`src/rtl/snd_io_hub.sv`:
```
// Sound I/O hub: command FIFO from the main CPU, summed DAC latches and a fractional clock enable for the speech chip.
// Optional sticky overrun flag on cmd_ovf is built in when SNDHUB_OVERRUN_FLAG_EN is defined.
module snd_io_hub #(
    parameter  int CHANNELS = 2,
    parameter  int DEPTH    = 4,
    parameter  int CMD_W    = 8,
    parameter  int CE_NUM   = 3,
    parameter  int CE_DEN   = 50,
    localparam int SEL_W    = (CHANNELS > 1) ? $clog2(CHANNELS) : 1,
    localparam int AUD_W    = 8 + $clog2(CHANNELS),
    localparam int CNT_W    = $clog2(DEPTH) + 1
) (
    input  logic             clk,
    input  logic             reset,
    input  logic             cmd_wr,
    input  logic [CMD_W-1:0] cmd_din,
    output logic             cmd_full,
    input  logic             cmd_rd,
    output logic [CMD_W-1:0] cmd_dout,
    output logic             cmd_irq_n,
    output logic [CNT_W-1:0] cmd_count,
    input  logic             dac_we,
    input  logic [SEL_W-1:0] dac_sel,
    input  logic [7:0]       dac_din,
    output logic [AUD_W-1:0] audio,
    output logic             spk_ce,
    output logic             cmd_ovf,
    input  logic             cmd_ovf_clr
);

    localparam int PTR_W = (DEPTH > 1) ? $clog2(DEPTH) : 1;
    localparam int ACC_W = $clog2(CE_DEN + CE_NUM + 1);

    // ------------------------------------------------------------------
    // Command FIFO
    // ------------------------------------------------------------------
    logic [CMD_W-1:0] mem_q [DEPTH];
    logic [PTR_W-1:0] wr_ptr_q, wr_ptr_d;
    logic [PTR_W-1:0] rd_ptr_q, rd_ptr_d;
    logic [CNT_W-1:0] count_q, count_d;
    logic             full_q, full_d;
    logic             irq_n_q, irq_n_d;
    logic             do_wr, do_rd;

    // A write while full is still accepted when the same cycle pops the head.
    always_comb begin
        do_rd    = cmd_rd && !irq_n_q;
        do_wr    = cmd_wr && (!full_q || cmd_rd);
        wr_ptr_d = wr_ptr_q;
        rd_ptr_d = rd_ptr_q;
        count_d  = count_q;
        if (do_wr) begin
            wr_ptr_d = wr_ptr_q + PTR_W'(1);
        end
        if (do_rd) begin
            rd_ptr_d = rd_ptr_q + PTR_W'(1);
        end
        case ({do_wr, do_rd})
            2'b10:   count_d = count_q + CNT_W'(1);
            2'b01:   count_d = count_q - CNT_W'(1);
            default: count_d = count_q;
        endcase
        full_d  = (count_d == CNT_W'(DEPTH));
        irq_n_d = (count_d == '0);
    end

    always_ff @(posedge clk or posedge reset) begin
        if (reset) begin
            wr_ptr_q <= '0;
            rd_ptr_q <= '0;
            count_q  <= '0;
            full_q   <= 1'b0;
            irq_n_q  <= 1'b1;
        end else begin
            wr_ptr_q <= wr_ptr_d;
            rd_ptr_q <= rd_ptr_d;
            count_q  <= count_d;
            full_q   <= full_d;
            irq_n_q  <= irq_n_d;
        end
    end

    // Storage needs no reset: the head is masked to zero whenever the FIFO is empty.
    always_ff @(posedge clk) begin
        if (do_wr) begin
            mem_q[wr_ptr_q] <= cmd_din;
        end
    end

    assign cmd_dout  = irq_n_q ? '0 : mem_q[rd_ptr_q];
    assign cmd_full  = full_q;
    assign cmd_irq_n = irq_n_q;
    assign cmd_count = count_q;

    // ------------------------------------------------------------------
    // DAC latches and mixer
    // ------------------------------------------------------------------
    logic [7:0]       latch_q [CHANNELS];
    logic [AUD_W-1:0] audio_q, audio_d;

    always_ff @(posedge clk or posedge reset) begin
        if (reset) begin
            for (int i = 0; i < CHANNELS; i++) begin
                latch_q[i] <= '0;
            end
        end else begin
            for (int i = 0; i < CHANNELS; i++) begin
                if (dac_we && (dac_sel == SEL_W'(i))) begin
                    latch_q[i] <= dac_din;
                end
            end
        end
    end

    always_comb begin
        audio_d = '0;
        for (int i = 0; i < CHANNELS; i++) begin
            audio_d = audio_d + AUD_W'(latch_q[i]);
        end
    end

    always_ff @(posedge clk or posedge reset) begin
        if (reset) begin
            audio_q <= '0;
        end else begin
            audio_q <= audio_d;
        end
    end

    assign audio = audio_q;

    // ------------------------------------------------------------------
    // Fractional clock enable: CE_NUM pulses every CE_DEN cycles
    // ------------------------------------------------------------------
    logic [ACC_W-1:0] acc_q, acc_d, acc_sum;
    logic             ce_q, ce_d;

    always_comb begin
        acc_sum = acc_q + ACC_W'(CE_NUM);
        acc_d   = acc_sum;
        ce_d    = 1'b0;
        if (acc_sum >= ACC_W'(CE_DEN)) begin
            acc_d = acc_sum - ACC_W'(CE_DEN);
            ce_d  = 1'b1;
        end
    end

    always_ff @(posedge clk or posedge reset) begin
        if (reset) begin
            acc_q <= '0;
            ce_q  <= 1'b0;
        end else begin
            acc_q <= acc_d;
            ce_q  <= ce_d;
        end
    end

    assign spk_ce = ce_q;

    // ------------------------------------------------------------------
    // Overrun flag
    // ------------------------------------------------------------------
`ifdef SNDHUB_OVERRUN_FLAG_EN
    logic drop_wr;
    logic ovf_q, ovf_d;

    // Set wins over a same-cycle clear so a drop is never lost.
    always_comb begin
        drop_wr = cmd_wr && full_q && !cmd_rd;
        ovf_d   = ovf_q;
        if (drop_wr) begin
            ovf_d = 1'b1;
        end else if (cmd_ovf_clr) begin
            ovf_d = 1'b0;
        end
    end

    always_ff @(posedge clk or posedge reset) begin
        if (reset) begin
            ovf_q <= 1'b0;
        end else begin
            ovf_q <= ovf_d;
        end
    end

    assign cmd_ovf = ovf_q;
`else
    logic unused_ovf_clr;

    assign unused_ovf_clr = cmd_ovf_clr;
    assign cmd_ovf        = 1'b0;
`endif

endmodule

```
`config.mk`:
```
export PLATFORM = sky130hd
export DESIGN_NAME = snd_io_hub
export DESIGN_NICKNAME = d
export VERILOG_FILES = /design/src/rtl/snd_io_hub.sv
export SDC_FILE = /design/constraint.sdc
export NUM_CORES = 1
export LEC_CHECK = 0
export BUFFER_PORTS_ARGS = -buffer_cell sky130_fd_sc_hd__buf_2
export CELL_PAD_IN_SITES_DETAIL_PLACEMENT = 1
export CELL_PAD_IN_SITES_GLOBAL_PLACEMENT = 1
export CORE_UTILIZATION = 45
export DETAILED_ROUTE_END_ITERATION = 10
export GPL_TIMING_DRIVEN = 0
export PLACE_DENSITY_LB_ADDON = 0.1
export SLEW_MARGIN = 20
export SYNTH_ARGS = -nofsm -noshare
export SYNTH_HDL_FRONTEND = slang
export SYNTH_SLANG_ARGS = --single-unit
```
`constraint.sdc`:
```
create_clock -name clk -period 2.5 [get_ports clk]
set_clock_uncertainty 0.05 [all_clocks]
set_input_delay 0.5 -clock clk [delete_from_list [all_inputs] [get_ports clk]]
set_output_delay 0.5 -clock clk [all_outputs]
set_load 0.03 [all_outputs]
```
# == After elaboration in Yosys (flattened, before gate mapping) ==
# Memories as Yosys holds them, arrays and structs flattened.
# Cells that the tools add are included.
# word_totals
wordCells,37
output_inout_bits,24
memories,1
ramBits,32
ff_bits,41
# classes
n_bitwise,1
n_mux,6
reduce_logical,8
order_cmp,1
n_eq_ne,3
addsub,7
# mem_list
name,words,width,read_ports,rd_clocked_by_memory_dff,write_ports,line_no,text
mem_q,4,8,1,0,1,37,logic [CMD_W-1:0] mem_q [DEPTH];
# ops
op,n
$add A8 B8 Y9,1
$mux W8,1
$add A6 B2 Y6 const B,1
$ge A6 B6 Y1 const B,1
$mux W6,1
$pmux W3 S2,1
$sub A6 B6 Y6 const B,1
$add A2 B1 Y2 const B,2
$logic_and A1 B1 Y1,4
$add A3 B1 Y3 const B,1
$eq A3 B3 Y1 const B,1
$logic_not A3 Y1,1
$mux W1,3
$sub A3 B1 Y3 const B,1
$eq A2 B1 Y1 const B,1
$eq A2 B2 Y1 const B,1
$logic_not A1 Y1,2
$logic_or A1 B1 Y1,1
$not A1 Y1,1

# == Longest topological paths before layout ==
# logic_depth
ltp_word,6
mapped_depth,10

# == Least setup slack after synthesis ==
# OpenSTA, ideal clock, no wires.
# synth_path
path_type,reg2reg
startpoint,"reg full_q, in the netlist cmd_full"
endpoint,"reg full_q, in the netlist cmd_full"
setup_time_ns,0.073
arrival_time_ns,2.022
period_less_slack_ns,2.145
path_stages_with_launch,11
slack_ns,0.355
path_buffers,0
path_cell_list,dfrtp_1 inv_1 o21a_1 inv_1 ha_1 inv_1 fa_1 xor2_1 nor2_1 xor2_1 nor2b_1
# synth_via
elab_chain_cells,6
# synth_rtl
element,line_no,text
from (decl),41,"logic full_q, full_d;"
from (signal assigned),78,full_q <= full_d;
$logic_not A1 Y1 *,48,do_wr = cmd_wr && (!full_q || cmd_rd);
$logic_or A1 B1 Y1 *,48,
$logic_and A1 B1 Y1 *,48,
$eq A2 B1 Y1 / $eq A2 B2 Y1 (equally long branches),58,"case ({do_wr, do_rd})"
$pmux W3 S2 *,58,
net count_d[2],40,"logic [CNT_W-1:0] count_q, count_d;"
$eq A3 B3 Y1 *,63,full_d = (count_d == CNT_W'(DEPTH));
net full_d,41,
# The timed path passes the listed nets; every way through them passes the cells marked *.
# A chain may end at the register's enable or synchronous reset.

# == Worst setup path after layout ==
# layout_path
startpoint,reg rd_ptr_q[0]
endpoint,out cmd_dout[2]
# layout_via
elab_chain_cells,2
# layout_rtl
element,line_no,text
from (decl),39,"logic [PTR_W-1:0] rd_ptr_q, rd_ptr_d;"
from (signal assigned),76,rd_ptr_q <= rd_ptr_d;
$mem_v2 Z4 W8,-,
$mux W8,90,assign cmd_dout = irq_n_q ? '0 : mem_q[rd_ptr_q];
to (decl),19,"output logic [CMD_W-1:0] cmd_dout,"
# No other way between the ends.

==> results.yml <==
outcome:
  status: "completed"
die:
  dieArea_um2: 7590
  dieWidth_um: 87.1
  start_util_pct: 47.2
  ios: 47
  coreArea_um2: 6910
  dieHeight_um: 87.1
  placementRows: 30
setup_path:
  critPathTopFamily: "multiplexers"
  worstSetupPathType: "flop to output pin"
  required_ps: 1950
  path_max_fanout: 10
  worst-path-buf-inv: 2
  path_cells: "clkbuf_4 -> mux4_2 -> nor2b_1 -> buf_2"
  worstSetupEndpointType: "output pin"
  cpPeakStageDelay_ps: 530
  critPathSlowestCell: "mux4_2"
  worstPathArrival_ps: 1770
  worst_setup_path_start_kind: "flop"
  path_depth: 4
  reg2reg_slack_ps: 290
  reg2reg_depth: 8
logic_synthesis:
  syn_area_um2: 3260
  syn_inst: 218
  synth_edf_count: 32
  synthTopCellsByCount: "dfrtp_1, edfxtp_1, ha_1"
  avgSynthCellArea_um2: 15.0
  ys.flop_type: "dfrtp_1"
  netlist.area_leader.share_pct: 30.7
  synth-async-reset-ratio_pct: 56.2
  synth_nets: 259
  yosysWarnings: 0
  ys_seq_area_share_pct: 61.0
  ys_seq_elements: 73
  synth_cell_types: 44
  synth_area_leaders: "dfrtp_1, edfxtp_1, ha_1, mux4_2, mux2_2"
  yosysTopAreaCell: "dfrtp_1"
  yosysMostFrequentCell: "dfrtp_1"
clocking:
  clock_sinks: 73
  cts_made_buffers: 9
  cts_tree: "built"
  cts_htree_levels: 3
  clk-insertion-delay-late_ps: 340
  cts_root_buffer: "clkbuf_8"
  clk_pin_slew_ps: 80
  cts_buffer_depth: 2
  post-cts-setup-buffer-count: 0
final_layout:
  antenna_cells: 0
  fill_cells: 711
  layout-drive-gt1-share_pct: 32.6
  multiInputGateArea_um2: 1190
  final_area_um2: 3870
  final_nets: 315
  seqCellArea_um2: 1990
  area_growth_pct: 18.7
pwr:
  switching_share_pct: 34.8
  ir_drop_v: 0.000385
  power.density_nw_per_um2: 1090
  seq_power_share_pct: 39.9
  intPower_mw: 2.76
  comb_power_share_pct: 33.6
  p_switching_mw: 1.47
  p_leak_nw: 1.67
  clock_power_share_pct: 26.5
detailed_routing:
  postRouteAntennaNets: 0
  drt_first_pass_iters: 3
  drc: 0
  viasPerCell: 4.97
  routed_wl_um: 5970
  wire_per_inst_um: 15.9
  vias: 1865
  drtIter0Drc: 94
sta:
  setup_viol: 0
  finalHoldViolations: 0
  post-route-period-util_pct: 92.6
  max_freq_mhz: 432
  fin_tns_setup_ps: 0
  fin_crit_ps: 2320
  rsz0062_at_grt: "no"
  drv_slew: 0
place:
  port_buffers: 44
  gp_congestion: 0.747
  dp_hpwl_um: 4140
  placed_area_um2: 3620
worst_hold_path:
  whs_path_depth: 1
  hold_path_class: "primary input to flop"
global_routing:
  grt_max_degree: 33
  overflow: 0
  antenna_found_initial: 0
  grt_pass1_wl_um: 9720
  grt_util_all_layers_pct: 17.8
  grt_pass1_vias: 1919
flow_run:
  max_cap_viol_count: 0
[per-layer routing]
layer,routed length [µm],up-vias,track usage [%],share of wire (%)
met5,0,-,0,0
met4,114,0,7.75,1.9
met3,209,11,4.74,3.5
met2,3020,33,30.0,50
met1,2630,933,21.5,44
li1,-,888,-,-
[registers in the layout, summed over array words and instances (netlist names)]
name,cells
audio,9
wr_ptr_q,2
acc_q,6
latch_q,16
mem_q,32
spk_ce,1
rd_ptr_q,2
cmd_full,1
cmd_count,3
cmd_irq_n,1
[power by group through the flow]
stage / logic [mW] / clock network, mW / registers (mW)
final: 1.42 / 1.12 / 1.69
after global routing: 1.55 / 1.19 / 1.72
after CTS: 1.49 / 1.14 / 1.66
after detailed placement: 1.47 / 0 / 1.69
after global placement: 1.43 / 0 / 1.67
after floorplan: 0.891 / 0 / 1.86
[cell families after synthesis]
group	synth area share, %
buffers and inverters	2.38
AO/OA/AOI/OAI	5.34
adder cells (fa/ha/maj)	7.37
flip-flops	61.0
other	0.115
AND/OR/NAND/NOR	7.56
XOR/XNOR	4.57
multiplexers	11.7
[final cells by class]
| cell class | count | share of cell area (%) |
|---|---|---|
| timing repair buffer | 46 | 6.47 |
| tap | 96 | 3.10 |
| buffer | 4 | 0.679 |
| sequential | 73 | 51.4 |
| clock inverter | 7 | 3.04 |
| clock buffer | 9 | 3.20 |
| multi-input combinational | 127 | 30.8 |
| inverter | 13 | 1.29 |
[final timing paths]
kind | startpoint | end
max reg2reg | cmd_irq_n$_DFF_PP1_ | cmd_full$_DFF_PP0_
min in group asynchronous | reset | rd_ptr_q[1]$_DFFE_PP0N_
max | rd_ptr_q[0]$_DFFE_PP0N_ | cmd_dout[2]
max in group asynchronous | reset | latch_q[2]$_DFFE_PP0P_
min | cmd_din[1] | mem_q[3][1]$_DFFE_PP_
min reg2reg | latch_q[14]$_DFFE_PP0P_ | latch_q[14]$_DFFE_PP0P_
[stage by stage]
step                      util [%]  hold slack [ps]  instances  total power, mW  setup slack, ps
after floorplan                  -              412        218             2.75              355
after detailed placement      52.4              389        359             3.16              118
after global placement        52.1              429        358             3.11              172
after global routing          56.0              313        375             4.46             60.7
after CTS                     56.1              299        376             4.29             42.8
final                         56.0              315        375             4.23              184
[repair_timing]
item / CTS / global route
resized for setup: 0 / 1
endpoints found under the setup margin: 0 / 8
endpoints found under the hold margin: 1 / 0
hold buffers: 1 / 0
[cells in the final DEF, fill, tap and decap left out, types with 2 or more instances in the layout]
master	n
nor3_1	3
mux4_2	8
xor2_1	8
or2_1	2
a21o_1	3
nor2_1	7
mux2i_1	2
clkbuf_8	9
dfrtp_1	40
buf_2	44
bufinv_16	3
a21oi_1	7
nand2_1	8
and2_1	5
edfxtp_1	32
xnor2_1	9
ha_1	16
o21ai_1	2
clkinvlp_4	2
mux2_2	11
inv_1	10
fa_1	2
buf_4	2
inv_2	2
mux2_1	5
nor2b_1	11
Power figures use the tool's default switching activity.
